File: src/rtl/mem_port_arbiter.sv
// Shared memory port arbiter: core vs debug loader.
// One transaction at a time, round-robin on conflict.
module mem_port_arbiter #(
  parameter int ADDR_W = 32,
  parameter int DATA_W = 32,
  parameter int RD_LAT = 2
) (
  input  logic              clk,
  input  logic              reset,
  input  logic              core_req,
  input  logic              core_we,
  input  logic [ADDR_W-1:0] core_addr,
  input  logic [DATA_W-1:0] core_wdata,
  output logic              core_gnt,
  output logic              core_rvalid,
  output logic [DATA_W-1:0] core_rdata,
  input  logic              dbg_req,
  input  logic              dbg_we,
  input  logic [ADDR_W-1:0] dbg_addr,
  input  logic [DATA_W-1:0] dbg_wdata,
  output logic              dbg_gnt,
  output logic              dbg_rvalid,
  output logic [DATA_W-1:0] dbg_rdata,
  input  logic              dbg_lock,
  output logic              mem_en,
  output logic              mem_we,
  output logic [ADDR_W-1:0] mem_addr,
  output logic [DATA_W-1:0] mem_wdata,
  input  logic [DATA_W-1:0] mem_rdata,
  output logic              busy
);

  if (RD_LAT < 1 || RD_LAT > 4) begin : g_bad_lat
    $error("mem_port_arbiter: RD_LAT must be 1..4");
  end

  typedef enum logic [1:0] {IDLE, ISSUE, WAIT, RESP} state_t;

  localparam logic OWN_CORE = 1'b0;
  localparam logic OWN_DBG  = 1'b1;
  localparam logic [1:0] CNT_INIT = 2'(RD_LAT - 1);

  state_t            state, state_nx;
  logic              last, last_nx;
  logic              win, win_nx;
  logic              we_q, we_nx;
  logic [ADDR_W-1:0] addr_q, addr_nx;
  logic [DATA_W-1:0] wdata_q, wdata_nx;
  logic [1:0]        cnt, cnt_nx;
  logic [DATA_W-1:0] core_rd_q, core_rd_nx;
  logic [DATA_W-1:0] dbg_rd_q, dbg_rd_nx;
  logic              el_core, el_dbg, pick;

  // next-state: arbitration, latching and access sequencing
  always_comb begin
    state_nx   = state;
    last_nx    = last;
    win_nx     = win;
    we_nx      = we_q;
    addr_nx    = addr_q;
    wdata_nx   = wdata_q;
    cnt_nx     = cnt;
    core_rd_nx = core_rd_q;
    dbg_rd_nx  = dbg_rd_q;
    el_core    = core_req & ~dbg_lock;
    el_dbg     = dbg_req;
    pick       = (el_core & el_dbg) ? ~last : el_dbg;
    unique case (state)
      IDLE: begin
        if (el_core | el_dbg) begin
          win_nx   = pick;
          last_nx  = pick;
          we_nx    = pick ? dbg_we : core_we;
          addr_nx  = pick ? dbg_addr : core_addr;
          wdata_nx = pick ? dbg_wdata : core_wdata;
          state_nx = ISSUE;
        end
      end
      ISSUE: begin
        if (we_q) begin
          state_nx = IDLE;
        end else begin
          cnt_nx   = CNT_INIT;
          state_nx = WAIT;
        end
      end
      WAIT: begin
        if (cnt == 2'd0) begin
          if (win == OWN_DBG) dbg_rd_nx = mem_rdata;
          else core_rd_nx = mem_rdata;
          state_nx = RESP;
        end else begin
          cnt_nx = cnt - 2'd1;
        end
      end
      RESP: state_nx = IDLE;
      default: state_nx = IDLE;
    endcase
  end

  // state and latched transaction registers
  always_ff @(posedge clk) begin
    if (!reset) begin
      state     <= IDLE;
      last      <= OWN_DBG;
      win       <= OWN_CORE;
      we_q      <= 1'b0;
      addr_q    <= '0;
      wdata_q   <= '0;
      cnt       <= 2'd0;
      core_rd_q <= '0;
      dbg_rd_q  <= '0;
    end else begin
      state     <= state_nx;
      last      <= last_nx;
      win       <= win_nx;
      we_q      <= we_nx;
      addr_q    <= addr_nx;
      wdata_q   <= wdata_nx;
      cnt       <= cnt_nx;
      core_rd_q <= core_rd_nx;
      dbg_rd_q  <= dbg_rd_nx;
    end
  end

  assign mem_en      = (state == ISSUE);
  assign mem_we      = mem_en & we_q;
  assign mem_addr    = mem_en ? addr_q : '0;
  assign mem_wdata   = mem_en ? wdata_q : '0;
  assign core_gnt    = mem_en & (win == OWN_CORE);
  assign dbg_gnt     = mem_en & (win == OWN_DBG);
  assign core_rvalid = (state == RESP) & (win == OWN_CORE);
  assign dbg_rvalid  = (state == RESP) & (win == OWN_DBG);
  assign core_rdata  = core_rd_q;
  assign dbg_rdata   = dbg_rd_q;
  assign busy        = (state != IDLE);

endmodule

File: config.mk
export PLATFORM = sky130hd
export DESIGN_NAME = mem_port_arbiter
export DESIGN_NICKNAME = d
export VERILOG_FILES = /design/src/rtl/mem_port_arbiter.sv
export SDC_FILE = /design/constraint.sdc
export NUM_CORES = 1
export LEC_CHECK = 0
export ABC_AREA = 1
export CORE_AREA = 2 2 117 119
export CTS_CLUSTER_DIAMETER = 150
export DETAILED_ROUTE_END_ITERATION = 16
export DIE_AREA = 0 0 119 121
export DONT_BUFFER_PORTS = 1
export HOLD_SLACK_MARGIN = 0.03
export MAX_ROUTING_LAYER = met4
export PLACE_DENSITY = 0.7
export SETUP_SLACK_MARGIN = 0.5
export SYNTH_ARGS = -nofsm -noshare
export SYNTH_HDL_FRONTEND = slang
export SYNTH_SLANG_ARGS = --single-unit
File: constraint.sdc
create_clock -name clk -period 1.75 [get_ports clk]
set_input_delay 0.2625 -clock clk [delete_from_list [all_inputs] [get_ports clk]]
set_output_delay 0.2625 -clock clk [all_outputs]
set_load 0.01 [all_outputs]
## Yosys cells after proc, flatten, opt, wreduce, memory -nomap -nowiden

Cells that the tools add are included.

- Flip-flop bits (word level): 135
- Output and inout port bits: 135

- Add/sub/neg operators: 1
- Equal/unequal tests: 7
- Mux-type cells: 13
- Bitwise gates (word level): 11
- Reduce and logical (&&, ||, !) cells: 9

Operators by type and width:

| operator | count |
|---|---|
| $mux W32 | 4 |
| $mux W2 | 5 |
| $reduce_and A3 Y1 | 3 |
| $ne A2 B2 Y1 const B | 4 |
| $pmux W2 S4 | 1 |
| $and A1 B1 Y1 | 7 |
| $eq A2 B2 Y1 const B | 2 |
| $logic_not A2 Y1 | 2 |
| $pmux W2 S2 | 1 |
| $reduce_and A2 Y1 | 2 |
| $reduce_bool A2 Y1 | 2 |
| $not A1 Y1 | 3 |
| $eq A2 B1 Y1 const B | 1 |
| $mux W1 | 2 |
| $sub A2 B1 Y2 const B | 1 |
| $or A1 B1 Y1 | 1 |

## Logic depth before layout (Yosys ltp)

- Depth in word-level cells: 5
- Depth in mapped cells: 10
- Gate-level depth less buffers: 8

## Worst setup path before layout

No wires, ideal clock.

- Path kind: register to output
- From: reg (tool-made name)
- To: out mem_addr[20]
- Arrival: 1312 ps
- Required time: 1487 ps
- Path slack: 175 ps
- Stages on the path, launching flop included: 7
- Cell sequence: dfxtp_1 inv_1 ha_1 clkbuf_1 buf_2 nand2_1 inv_2

RTL lines:

| element | line | text |
|---|---|---|
| end: declaration | 27 | `output logic [ADDR_W-1:0] mem_addr,` |

==> results.json <==
{
  "globalRouteTotalUtil": 0.3441,
  "syn_nets": 1219,
  "hold_slack_ps": 52.20,
  "cp_top_family": "buffers and inverters",
  "vias": 7988,
  "rr_worst_depth": 12,
  "synth_top_area_share": 0.4059,
  "clockRootBuffer": "clkbuf_16",
  "gr-total-overflow": 0,
  "viasPerCell": 6.065,
  "worstPathBufferInverterCount": 4,
  "cap_violations": 0,
  "antenna_found_initial": 0,
  "numClockSinks": 135,
  "rsz0062_at_grt": "yes",
  "fillCellCount": 555,
  "crit_slowest_cell": "dfxtp_4",
  "syn2layout_area_growth_pct": 74.05,
  "placed_cells": 1165,
  "status": "finished with violations",
  "relSlewSlack": 0.6241,
  "power.density_nw_per_um2": 1479,
  "ys_ff_latch": 135,
  "critPathCaptureType": "primary output",
  "coreArea_um2": 13090,
  "drc": 0,
  "cp_cell_sequence": "clkinv_4 > ha_4 > buf_12 > clkbuf_16 > nand2_4 > inv_4",
  "crit_arrival_ps": 1500,
  "layout_setup_ws_ps": -8.636,
  "dr.pass1.iters": 6,
  "grt_pass1_vias": 6913,
  "clkLatencyLatePin_ps": 420,
  "worstMarginPinSlew_ps": 563.0,
  "drive_above_1_share": 0.4829,
  "cpPeakStageDelay_ps": 360,
  "cts_max_level": 4,
  "die_x_um": 119,
  "yosysWarnings": 0,
  "hpwl_mm": 11.94,
  "hold_class": "in2reg",
  "netlist_instances": 1046,
  "slew_violations": 0,
  "cts_tree": "done",
  "place_ws_ps": 236.2,
  "hold_end": "addr_q[7]$_SDFFE_PN0P_",
  "start_util": 0.5088,
  "final_cells": 1317,
  "dieArea_um2": 14400,
  "worstSetupPathType": "reg2out",
  "peakVddDrop_mv": 0.8787,
  "fmax_mhz": 568.6,
  "syn-cell-area_um2": 6658,
  "die_y_um": 121,
  "synth_area_per_cell_um2": 6.365,
  "gp_congestion": 0.8256,
  "critPathMaxFanout": 5,
  "rows": 42,
  "final_common_cell": "nand2_1",
  "diodes": 0,
  "nets": 1301,
  "pin_count": 302,
  "yosys-top-cells-area": "dfxtp_1 (41%), nand2_1 (14%), nand3_1 (13%), inv_1 (9.3%), a21oi_1 (7.4%)",
  "port-buffer-count": 0,
  "drt_iter0_markers": 836,
  "clock_skew_ps": 9.135,
  "synth_top_area_cell": "dfxtp_1",
  "min_period_ps": 1759,
  "setup_viol": 6,
  "cts_max_path_buffers": 2,
  "cts_inserted_buffers": 17,
  "synth_seq_area_share": 0.4059,
  "ant_nets": 0,
  "wl_per_cell_um": 23.30,
  "violations": "setup timing",
  "p_leak_uw": 0.005503,
  "cp_data_required_time_ps": 1490,
  "hold_violations": 0,
  "grt_pass1_wl_mm": 37.14,
  "wirelength_mm": 30.69,
  "r2r-end": "addr_q[6]$_SDFFE_PN0P_",
  "hold_start": "core_addr[7]",
  "final_cell_mix": "nand2_1 (134), dfxtp_1 (132), inv_1 (131)",
  "whs_path_depth": 4,
  "clk_pin_slew_ps": 60,
  "start_kind": "flip-flop",
  "r2r_slack_ps": 60,
  "grt_max_degree": 69,
  "synth.distinct_cells": 18,
  "post-route-period-util": 1.005
}
final cells by class:
class	instances	area, um^2	share of cell area
Clock buffer	21	450.4	0.03887
Clock inverter	11	122.6	0.01058
Inverter	213	967.2	0.08347
Multi-Input combinational cell	626	4792	0.4136
Sequential cell	135	2714	0.2342
Tap cell	176	220.2	0.01900
Timing Repair Buffer	132	2277	0.1965
Timing Repair inverter	3	43.79	0.003779
where the power goes:
part	switching (uW)	total (uW)	internal, uW
Sequential	813	4570	3760
Clock	1430	3570	2140
Combinational	4800	8990	4200
synth_stat cells:
cell	number
nor3_1	1
buf_6	6
nand4_1	1
inv_2	48
nand2_1	243
a21oi_1	99
nand3_1	167
clkbuf_1	24
buf_4	1
buf_1	2
nand2_2	1
buf_2	39
inv_1	165
dfxtp_1	135
nor2_1	72
ha_1	6
nor2_2	1
o21ai_1	35
per-stage QoR:
step | area (um^2) | power (uW) | util | setup TNS (ps)
after CTS | 9749 | 14550 | 0.7451 | 0
after detailed placement | 6790 | 7546 | 0.5189 | 0
final | 11590 | 17140 | 0.8855 | -29.24
after global placement | 6790 | 7485 | 0.5189 | 0
after floorplan | 6782 | 6986 | - | 0
after global routing | 11590 | 17650 | 0.8855 | -808.1
worst register-to-register path, stage by stage (launching register included):
cell	delay [ps]
dfxtp_4	360
clkinv_4	50
buf_4	100
buf_6	90
ha_4	180
nand2_8	80
buf_6	130
buf_12	140
buf_12	120
buf_16	130
a21oi_2	140
nand2_1	70
inv_1	50
flip-flops by register name (all words and copies together), names as in the netlist, named ones only:
signal	flops
state	1
cnt	2
addr_q	32
wdata_q	32
core_rdata	32
we_q	1
win	1
last	1
dbg_rdata	32
timing repair:
item	in CTS	in global routing
hold buffers	35	0
endpoints found under the setup margin	203	206
resized for setup	274	373
endpoints found under the hold margin	70	0
buffers inserted	30	15
pin swaps	63	143
gates cloned	32	8
kinds of logic after synthesis:
logic type	Yosys count	share of synthesized area
compound gates	134	0.1007
fa+ha+maj	6	0.01128
buf+inv	285	0.1753
flops	135	0.4059
simple gates	486	0.3067
how the worst max path moves through the flow:
stage,endpoint,cells after the start
6_report,mem_addr[24],6
5_1_grt,mem_wdata[14],6
4_1_cts,mem_wdata[8],6
3_5_place_dp,core_rdata[2]$_SDFFE_PN0P_,7
3_3_place_gp,core_rdata[10]$_SDFFE_PN0P_,7
2_1_floorplan,mem_addr[0],5
per-layer routing:
layer / vias to the layer above / wire length, um / GRT usage
met5: - / 0 / -
met3: 172 / 2721 / 0.07707
met2: 647 / 15070 / 0.5783
met4: 0 / 1797 / 0.1399
met1: 3777 / 11100 / 0.4002
li1: 3392 / - / -
Note: power is estimated with default switching activity, not from simulation.
